===== src/rtl/quot_bcd_conv_if.sv =====
`default_nettype none
// ============================================================================
//  Module      : quot_bcd_conv_if
//  Description : Operand-in / BCD-out valid-ready bundle for quot_bcd_conv.
//  Revision    : 1.0 - initial release
// ============================================================================
interface quot_bcd_conv_if #(
  parameter int WIDTH  = 16,
  parameter int DIGITS = 5
);
  logic                  in_valid;
  logic                  in_ready;
  logic [WIDTH-1:0]      bin_in;
  logic                  out_valid;
  logic                  out_ready;
  logic [4*DIGITS-1:0]   bcd_out;

  // Producer of operands and consumer of results
  modport master (
    output in_valid, bin_in, out_ready,
    input  in_ready, out_valid, bcd_out
  );

  // Converter side
  modport slave (
    input  in_valid, bin_in, out_ready,
    output in_ready, out_valid, bcd_out
  );
endinterface
`default_nettype wire


===== src/rtl/quot_bcd_conv.sv =====
`default_nettype none
// ============================================================================
//  Module      : quot_bcd_conv
//  Description : Sequential double-dabble binary-to-packed-BCD converter,
//                one input bit per clock, valid/ready on both sides.
//  Revision    : 1.0 - initial release
// ============================================================================
module quot_bcd_conv #(
  parameter int WIDTH  = 16,
  parameter int DIGITS = 5
) (
  input  logic              clk,
  input  logic              rst_n,
  quot_bcd_conv_if.slave    s_if,
  output logic              o_busy
);

  localparam int c_BCDW = 4 * DIGITS;
  localparam int c_CNTW = $clog2(WIDTH + 1);

  function automatic longint unsigned pow10(input int n);
    longint unsigned p;
    p = 64'd1;
    for (int k = 0; k < n; k++) p = p * 64'd10;
    return p;
  endfunction

  localparam longint unsigned c_MAX_BIN   = (64'd1 << WIDTH) - 64'd1;
  localparam longint unsigned c_DEC_RANGE = pow10(DIGITS);

  // The top digit can only stay <= 9 if DIGITS covers the full binary range
  if (c_DEC_RANGE <= c_MAX_BIN) begin : g_digits_check
    $error("quot_bcd_conv: DIGITS too small for WIDTH");
  end

  typedef enum logic [1:0] {
    ST_IDLE  = 2'd0,
    ST_SHIFT = 2'd1,
    ST_DONE  = 2'd2
  } state_t;

  state_t              r_state;
  state_t              w_next_state;
  logic [WIDTH-1:0]    r_shift;
  logic [c_BCDW-1:0]   r_bcd;
  logic [c_BCDW-1:0]   r_bcd_out;
  logic [c_CNTW-1:0]   r_cnt;

  logic                w_load;
  logic                w_step;
  logic                w_last;
  logic [c_BCDW-1:0]   w_adj;
  logic [c_BCDW-1:0]   w_next_bcd;

  // Add-3 correction applied per digit, no carry between digits
  for (genvar gi = 0; gi < DIGITS; gi++) begin : g_digit
    logic [3:0] w_dig;
    assign w_dig                = r_bcd[4*gi +: 4];
    assign w_adj[4*gi +: 4]     = (w_dig >= 4'd5) ? (w_dig + 4'd3) : w_dig;
  end

  assign w_next_bcd = {w_adj[c_BCDW-2:0], r_shift[WIDTH-1]};

  always_comb begin
    w_next_state = r_state;
    w_load       = 1'b0;
    w_step       = 1'b0;
    w_last       = 1'b0;
    case (r_state)
      ST_IDLE: begin
        if (s_if.in_valid) begin
          w_load       = 1'b1;
          w_next_state = ST_SHIFT;
        end
      end
      ST_SHIFT: begin
        w_step = 1'b1;
        if (r_cnt == c_CNTW'(1)) begin
          w_last       = 1'b1;
          w_next_state = ST_DONE;
        end
      end
      ST_DONE: begin
        if (s_if.out_ready) w_next_state = ST_IDLE;
      end
      default: w_next_state = ST_IDLE;
    endcase
  end

  always_ff @(posedge clk or negedge rst_n) begin
    if (!rst_n) begin
      r_state <= ST_IDLE;
    end else begin
      r_state <= w_next_state;
    end
  end

  always_ff @(posedge clk or negedge rst_n) begin
    if (!rst_n) begin
      r_shift   <= '0;
      r_bcd     <= '0;
      r_bcd_out <= '0;
      r_cnt     <= '0;
    end else begin
      if (w_load) begin
        r_shift <= s_if.bin_in;
        r_bcd   <= '0;
        r_cnt   <= c_CNTW'(WIDTH);
      end else if (w_step) begin
        r_shift <= r_shift << 1;
        r_bcd   <= w_next_bcd;
        r_cnt   <= r_cnt - c_CNTW'(1);
      end
      // Only the completed value reaches the output register
      if (w_last) begin
        r_bcd_out <= w_next_bcd;
      end
    end
  end

  assign s_if.in_ready  = (r_state == ST_IDLE);
  assign s_if.out_valid = (r_state == ST_DONE);
  assign s_if.bcd_out   = r_bcd_out;
  assign o_busy         = (r_state == ST_SHIFT);

endmodule
`default_nettype wire

===== src/flat_wrapper.sv =====
// flat-port wrapper written by rule: the top's interface ports become plain ports
module quot_bcd_conv_flat 
#(
  parameter int WIDTH  = 16,
  parameter int DIGITS = 5
)
  (clk, rst_n, o_busy, s_if_in_valid, s_if_bin_in, s_if_out_ready, s_if_in_ready, s_if_out_valid, s_if_bcd_out);
  quot_bcd_conv_if #(.WIDTH(WIDTH), .DIGITS(DIGITS)) s_if_i ();
  input  logic clk;
  input  logic rst_n;
  output logic o_busy;
  input wire logic [$bits(s_if_i.in_valid)-1:0] s_if_in_valid;
  input wire logic [$bits(s_if_i.bin_in)-1:0] s_if_bin_in;
  input wire logic [$bits(s_if_i.out_ready)-1:0] s_if_out_ready;
  output wire logic [$bits(s_if_i.in_ready)-1:0] s_if_in_ready;
  output wire logic [$bits(s_if_i.out_valid)-1:0] s_if_out_valid;
  output wire logic [$bits(s_if_i.bcd_out)-1:0] s_if_bcd_out;
  assign s_if_i.in_valid = s_if_in_valid;
  assign s_if_i.bin_in = s_if_bin_in;
  assign s_if_i.out_ready = s_if_out_ready;
  assign s_if_in_ready = s_if_i.in_ready;
  assign s_if_out_valid = s_if_i.out_valid;
  assign s_if_bcd_out = s_if_i.bcd_out;
  quot_bcd_conv #(.WIDTH(WIDTH), .DIGITS(DIGITS)) u_core (.clk(clk), .rst_n(rst_n), .s_if(s_if_i), .o_busy(o_busy));
endmodule

===== config.mk =====
export PLATFORM = sky130hd
export DESIGN_NAME = quot_bcd_conv_flat
export DESIGN_NICKNAME = d
export VERILOG_FILES = /design/src/rtl/quot_bcd_conv_if.sv /design/src/rtl/quot_bcd_conv.sv /design/src/flat_wrapper.sv
export SDC_FILE = /design/constraint.sdc
export NUM_CORES = 1
export LEC_CHECK = 0
export CAP_MARGIN = 20
export CELL_PAD_IN_SITES_DETAIL_PLACEMENT = 1
export CELL_PAD_IN_SITES_GLOBAL_PLACEMENT = 1
export CORE_MARGIN = 2
export CORE_UTILIZATION = 45
export DETAILED_ROUTE_END_ITERATION = 8
export PLACE_DENSITY = 0.91
export SLEW_MARGIN = 20
export SYNTH_ARGS = -nofsm -noshare
export SYNTH_HDL_FRONTEND = slang
export SYNTH_SLANG_ARGS = --single-unit

===== constraint.sdc =====
create_clock -name clk -period 2.51 [get_ports clk]
set_input_delay 0.251 -clock clk [delete_from_list [all_inputs] [get_ports clk]]
set_output_delay 0.251 -clock clk [all_outputs]
set_load 0.02 [all_outputs]

==> summary.txt, run 1 <==
Num CTS Buffers = 9
dpl cells = 445
Post-layout nets = 393
Final Critical Period = 2030 ps
worst skew pair latency = 350 ps
clock slew at reported path FFs = 70 ps
fraction of the mapped netlist area in adder cells = 0.0473
Post-Synthesis Cells = 315
Rel. slew slack = 0.509
TritonRoute pass-1 iters = 4
critical path class = reg2out
VDD IR-drop max = 416 uV
Remaining DRCs = 0
vias = 2557
layout cells sized above 1 = 0.137
post-synthesis xor/xnor area fraction = 0.0166
synth warn = 0
Vias/cell = 5.53
crit path capture type = output port
gp weighted congestion = 0.763
Yosys cell types = 31
WL per Instance = 17.8 um
Post-Layout Cell Count = 462
Worst EP arrival = 1780 ps
Max Slew Vio Count = 0
max_cap viols = 0
Syn Nets = 347
met2 wire length = 4430 um
mux cell area share after synthesis = 0.0414
Max Used Layer = met4
register bit total from synthesis = 63
Site Rows = 30
mapped cell area = 3170 sq um
setup TNS = 0 ps
Die ar. = 7740 sq um
antenna-violating nets left = 0
worst hold path class = in2reg
Synth Area in Compound Gates = 0.200
detailed placement HPWL = 5640 um
Seq/Total Area, Yosys = 0.497
core area = 6790 sq um
IO Pins = 43
RSZ-0062 raised after global routing = false
Pleak = 1.70 nW
largest net degree at the start of global routing = 37
buffers inserted by post-CTS timing repair = 0
M1 wire length = 3410 um
final wirelength = 8230 um
WL met3 = 191 um
largest family of logic cells by synthesized area = compound AO/OA/AOI/OAI gates
1st-iter DRT viols = 160
Initial Util = 0.467
Die X = 88.0 um
initial antenna violation count = 0
synthesized area per cell = 10.1 sq um
Pwr per Cell Area = 1270 nW/um^2
Synth Area in Simple Gates = 0.151
vias in the first global route = 2849
IO Port Bufs = 42
CTS HTree Levels = 3
GR Overflow Total = 0
Final setup viols = 0
root buffer cell = clkbuf_8
Die Y = 88.0 um
Tcrit/Tclk final = 0.810
crit path launch type = flip-flop
GRT Util Overall = 0.232
Max Clock Freq = 0.492 GHz
Diodes inserted = 0
first-pass GRT wire length = 13700 um
final core utilization = 0.572
Fin Clk Skew = 6.01 ps
Sink Count = 63
CTS tree = yes
Slew @ Worst Pin = 737 ps
CTS max path bufs = 2
outcome = completed
CP max FO = 11
Worst EP required = 2260 ps
Area Overhead vs Synth = 22.5%
final hold vios = 0
-- path summary, 6_finish.rpt --
kind	startpoint	to	slack (ps)	depth (start not counted)
min reg2reg	u_core.s_if.bcd_out[15]	u_core.s_if.bcd_out[15]	470	2
max in group asynchronous	rst_n	u_core.r_shift[1]	1370	3
max	u_core.r_state[0]	o_busy	480	3
min	s_if_bin_in[0]	u_core.r_shift[0]	460	3
min in group asynchronous	rst_n	u_core.s_if.bcd_out[18]	500	2
max reg2reg	u_core.r_bcd[5]	u_core.r_bcd[6]	550	6
-- kinds of logic (layout without fill, tap and decap cells) --
| group | Yosys count | in the layout |
|---|---|---|
| AO/OA/AOI/OAI | 105 | 105 |
| adder cells (fa/ha/maj) | 12 | 12 |
| buffers and inverters | 31 | 82 |
| XOR/XNOR | 6 | 6 |
| AND/OR/NAND/NOR | 88 | 88 |
| flip-flops | 63 | 63 |
| multiplexers | 10 | 10 |
-- critical path, stage by stage, from the launching register on --
cell	delay (ps)
dfrtp_1	440
nand2b_1	110
inv_2	230
clkdlybuf4s50_1	660
-- sequential cells by signal, summed over array words and instances (netlist names) --
register / cells
u_core.r_state: 2
u_core.r_bcd: 20
u_core.r_cnt: 5
u_core.r_shift: 16
u_core.s_if.bcd_out: 20
-- synthesized netlist by cell type --
cell type | number | area, sq um
o21ai_1 | 2 | 10.0
nor3_1 | 6 | 30.0
buf_6 | 3 | 33.8
nand2_1 | 35 | 131
or4_1 | 1 | 7.51
clkbuf_2 | 1 | 5.00
buf_1 | 1 | 3.75
nand2b_1 | 8 | 50.1
buf_2 | 6 | 30.0
a21oi_1 | 29 | 145
mux2_4 | 5 | 75.1
inv_2 | 1 | 3.75
a22o_1 | 4 | 35.0
xnor2_1 | 6 | 52.6
dfrtp_1 | 63 | 1580
o21ai_2 | 14 | 123
buf_4 | 1 | 7.51
nand3b_1 | 1 | 7.51
clkbuf_1 | 4 | 15.0
ha_1 | 12 | 150
mux2_2 | 5 | 56.3
nand3_1 | 9 | 45.0
nor3b_1 | 9 | 67.6
o21ai_0 | 40 | 200
a22oi_1 | 15 | 113
nand2_4 | 1 | 11.3
o21bai_1 | 1 | 7.51
inv_1 | 14 | 52.6
nor4b_4 | 1 | 23.8
nor2b_1 | 16 | 100
nor2_1 | 1 | 3.75
-- stage by stage --
stage,power [W],worst slack [ps],hold WS [ps],instance area [sq um]
after global routing,0.00526,400,489,3890
final,0.00494,476,462,3890
after floorplan,0.00323,971,-44.6,3170
after CTS,0.00497,452,460,3890
after global placement,0.00382,826,350,3690
after detailed placement,0.00404,666,346,3690
-- routing by layer --
metal	vias to the layer above	global-route usage
met5	-	0
met4	0	0.108
met3	19	0.0311
met2	45	0.414
met1	1304	0.278
li1	1189	-
-- placed cells by master, fill, tap and decap left out, drive strengths merged, types with 3 or more instances in the layout --
cell type	count
a21oi	29
a22o	4
a22oi	15
buf	9
clkbuf	12
clkdlybuf4s50	41
clkinv	3
dfrtp	63
ha	12
inv	15
mux2	10
nand2	36
nand2b	8
nand3	9
nor2b	16
nor3	6
nor3b	9
o21ai	56
xnor2	6
-- report_power, final --
part	leakage (nW)	total (W)	internal (W)	switching (W)
clock network	0.100	0.000876	0.000481	0.000394
logic	0.788	0.00225	0.000977	0.00127
registers	0.811	0.00181	0.00143	0.000388
total	1.70	0.00494	0.00289	0.00205
-- area by class of cell --
| class | instances | area (sq um) |
|---|---|---|
| Timing Repair Buffer | 51 | 498 |
| Clock inverter | 4 | 45.0 |
| Multi-Input combinational cell | 221 | 1450 |
| Clock buffer | 12 | 145 |
| Tap cell | 96 | 120 |
| Fill cell | 769 | 2910 |
| Inverter | 15 | 56.3 |
| Sequential cell | 63 | 1580 |
-- what timing repair did --
item | CTS | global route
endpoints found under the hold margin | 29 | 0
gates resized for setup | 0 | 0
hold buffers | 1 | 0
Note: power is estimated with default switching activity, not from simulation.
==> run 2, diff against run 1 <==
--- a/config.mk
+++ b/config.mk
@@ -9,9 +9,9 @@
 export CELL_PAD_IN_SITES_DETAIL_PLACEMENT = 1
 export CELL_PAD_IN_SITES_GLOBAL_PLACEMENT = 1
 export CORE_MARGIN = 2
-export CORE_UTILIZATION = 45
+export CORE_UTILIZATION = 38
 export DETAILED_ROUTE_END_ITERATION = 8
-export PLACE_DENSITY = 0.91
+export PLACE_DENSITY = 0.83
 export SLEW_MARGIN = 20
 export SYNTH_ARGS = -nofsm -noshare
 export SYNTH_HDL_FRONTEND = slang
==> constraint.sdc (replaced) <==
create_clock -name clk -period 1.65 [get_ports clk]
set_input_delay 0.165 -clock clk [delete_from_list [all_inputs] [get_ports clk]]
set_output_delay 0.165 -clock clk [all_outputs]
set_load 0.02 [all_outputs]
==> run 2 against run 1 <==
Routed wire length rose by 5.7%. First-iteration DRC count fell by 22%. Final cell count rose by 7.4%. Worst hold slack got worse by 82 ps. Critical path type is now reg2reg.
==> summary.txt, run 2 (synthesized netlist as in run 1, its figures left out) <==
outcome = completed (unchanged)
vias = 2638 (was 2557)
WL per Instance = 17.5 um (was 17.8 um)
Remaining DRCs = 0 (unchanged)
crit path capture type = flip-flop (was output port)
layout cells sized above 1 = 0.220 (was 0.137)
gp weighted congestion = 0.762 (was 0.763)
Max Clock Freq = 0.621 GHz
most frequent cells in the layout = 60 x dfrtp_1, 38 x clkdlybuf4s50_1, 37 x o21ai_0, 35 x nand2_1, 25 x buf_4 (was 63 x dfrtp_1, 41 x clkdlybuf4s50_1, 40 x o21ai_0, 35 x nand2_1, 29 x a21oi_1)
Reg-to-Reg Start = u_core.r_bcd[13] (was u_core.r_bcd[5])
Diodes inserted = 0 (unchanged)
Comb power frac = 0.484 (was 0.455)
Worst Reg2Reg Path Length in Cells = 6 (unchanged)
clock slew at reported path FFs = 70 ps (about the same)
switching fraction of total power = 0.408 (was 0.416)
Slew @ Worst Pin = 360 ps (was 737 ps)
crit path launch type = flip-flop (unchanged)
Pwr per Cell Area = 1910 nW/um^2 (was 1270 nW/um^2)
Final Critical Period = 1610 ps
IO Port Bufs = 42 (unchanged)
area of the multi-input gates = 1490 sq um (was 1450 sq um)
TritonRoute pass-1 iters = 4 (unchanged)
GR Overflow Total = 0 (unchanged)
Initial Util = 0.388 (was 0.467)
Worst Slack Setup Final = 39.5 ps (was 476 ps)
Setup crit end = u_core.r_bcd[14] (was o_busy)
initial antenna violation count = 0 (unchanged)
Final setup viols = 0 (unchanged)
Pint = 0.00470 W (was 0.00289 W)
detailed placement HPWL = 5500 um (was 5640 um)
Fin Clk Skew = 5.51 ps (was 6.01 ps)
antenna-violating nets left = 0 (unchanged)
Sink Count = 63 (unchanged)
clock share of power = 0.168 (was 0.177)
Vias/cell = 5.32 (was 5.53)
CTS HTree Levels = 3 (unchanged)
crit path from = u_core.r_bcd[13] (was u_core.r_state[0])
max_cap viols = 0 (unchanged)
Max Slew Vio Count = 0 (unchanged)
Placement Setup Slack = -32.4 ps (was 666 ps)
Site Rows = 33 (was 30)
1st-iter DRT viols = 125 (was 160)
Reg power frac = 0.348 (was 0.367)
worst hold path class = in2async (was in2reg)
first-pass GRT wire length = 13400 um (was 13700 um)
GRT Util Overall = 0.192 (was 0.232)
Filler Cells Inserted = 917 (was 769)
final wirelength = 8690 um (was 8230 um)
Register Area = 1580 sq um (about the same)
critical path class = reg2reg (was reg2out)
Die ar. = 9100 sq um (was 7740 sq um)
sw power = 0.00325 W (was 0.00205 W)
Worst EP required = 1900 ps (was 2260 ps)
Num CTS Buffers = 9 (unchanged)
most common cell after layout, fill and taps aside = dfrtp_1 (unchanged)
largest net degree at the start of global routing = 64 (was 37)
reg2reg setup slack = 40 ps (was 550 ps)
Tcrit/Tclk final = 0.976
Rel. slew slack = 0.760 (was 0.509)
Die X = 95.4 um (was 88.0 um)
root buffer cell = clkbuf_8 (unchanged)
Area Overhead vs Synth = 31.2% (was 22.5%)
CTS max path bufs = 2 (unchanged)
Die Y = 95.4 um (was 88.0 um)
CTS tree = yes (unchanged)
worst skew pair latency = 340 ps (was 350 ps)
VDD IR-drop max = 574 uV (was 416 uV)
final hold vios = 0 (unchanged)
Pleak = 1.84 nW (was 1.70 nW)
worst r2r dst = u_core.r_bcd[14] (was u_core.r_bcd[6])
Worst EP arrival = 1860 ps (was 1780 ps)
Post-layout nets = 418 (was 393)
vias in the first global route = 2716 (was 2849)
CP max FO = 3 (was 11)
core area = 8180 sq um (was 6790 sq um)
IO Pins = 43 (unchanged)
final hold slack = 380 ps (was 462 ps)
==> run 2: cell count changes in the layout (fill, tap and decap cells not counted), moves of 3 or more <==
cell / change
a21oi_1: -5
a21oi_2: +5
buf_4: +18
clkdlybuf4s50_1: -3
dfrtp_1: -3
dfrtp_2: +3
o21ai_0: -3
o21ai_1: +3
==> run 2: how the worst min path moves through the flow <==
stage          startpoint                  to  slack, ps  depth (start not counted)
3_5_place_dp        rst_n  u_core.r_shift[10]        210                          2
4_1_cts             rst_n  u_core.r_shift[10]        380                          3
3_3_place_gp        rst_n  u_core.r_shift[10]        200                          2
5_1_grt             rst_n  u_core.r_shift[10]        410                          3
2_1_floorplan       rst_n     u_core.r_bcd[0]       -130                          0
6_report            rst_n  u_core.r_shift[10]        380                          3
==> run 2: stage by stage <==
stage / utilization / TNS [ps] / cells / power [W] / cell area, sq um
floorplan: - / 0 / 315 / 0.00491 / 3170
global placement: 0.466 / 0 / 466 / 0.00607 / 3810
detailed placement: 0.466 / -48.5 / 466 / 0.00632 / 3810
CTS: 0.493 / 0 / 483 / 0.00773 / 4030
global route: 0.509 / -328 / 496 / 0.00854 / 4160
finish: 0.509 / 0 / 496 / 0.00795 / 4160
==> run 2: per-layer routing <==
metal  GRT usage  share of wire  up-vias
met1       0.247           0.43     1357
met5           0              0        -
li1            -              -     1238
met3      0.0277          0.016       10
met2       0.332           0.54       33
met4      0.0667          0.013        0
==> run 2: critical path, stage by stage (launching register included) <==
cell,delay (ps)
dfrtp_1,390
inv_1,100
ha_1,180
nand2b_1,150
a21oi_2,210
mux2_4,340
o21ai_0,160
==> run 2: cell type report <==
cell class	instances	share of cell area
clock buffers	12	0.0349
flip-flops and latches	63	0.380
well taps	105	0.0316
inverters	15	0.0135
multi-input cells	223	0.358
clock inverters	4	0.0108
repair buffers	74	0.171
==> run 2: power groups by stage <==
stage	clock network, W	registers (W)	logic (W)
floorplan	0	0.00281	0.00209
global placement	0	0.00270	0.00337
detailed placement	0	0.00275	0.00358
CTS	0.00137	0.00274	0.00362
global route	0.00144	0.00285	0.00425
finish	0.00134	0.00277	0.00385
==> run 2: timing repair <==
| action | 4_1_cts | 5_1_grt |
|---|---|---|
| hold buffers | 1 | 0 |
| gates cloned | 0 | 3 |
| hold endpoints to repair | 63 | 0 |
| gates resized for setup | 8 | 15 |
| pin swaps | 0 | 5 |
| setup buffers | 0 | 10 |
| setup endpoints to repair | 9 | 26 |
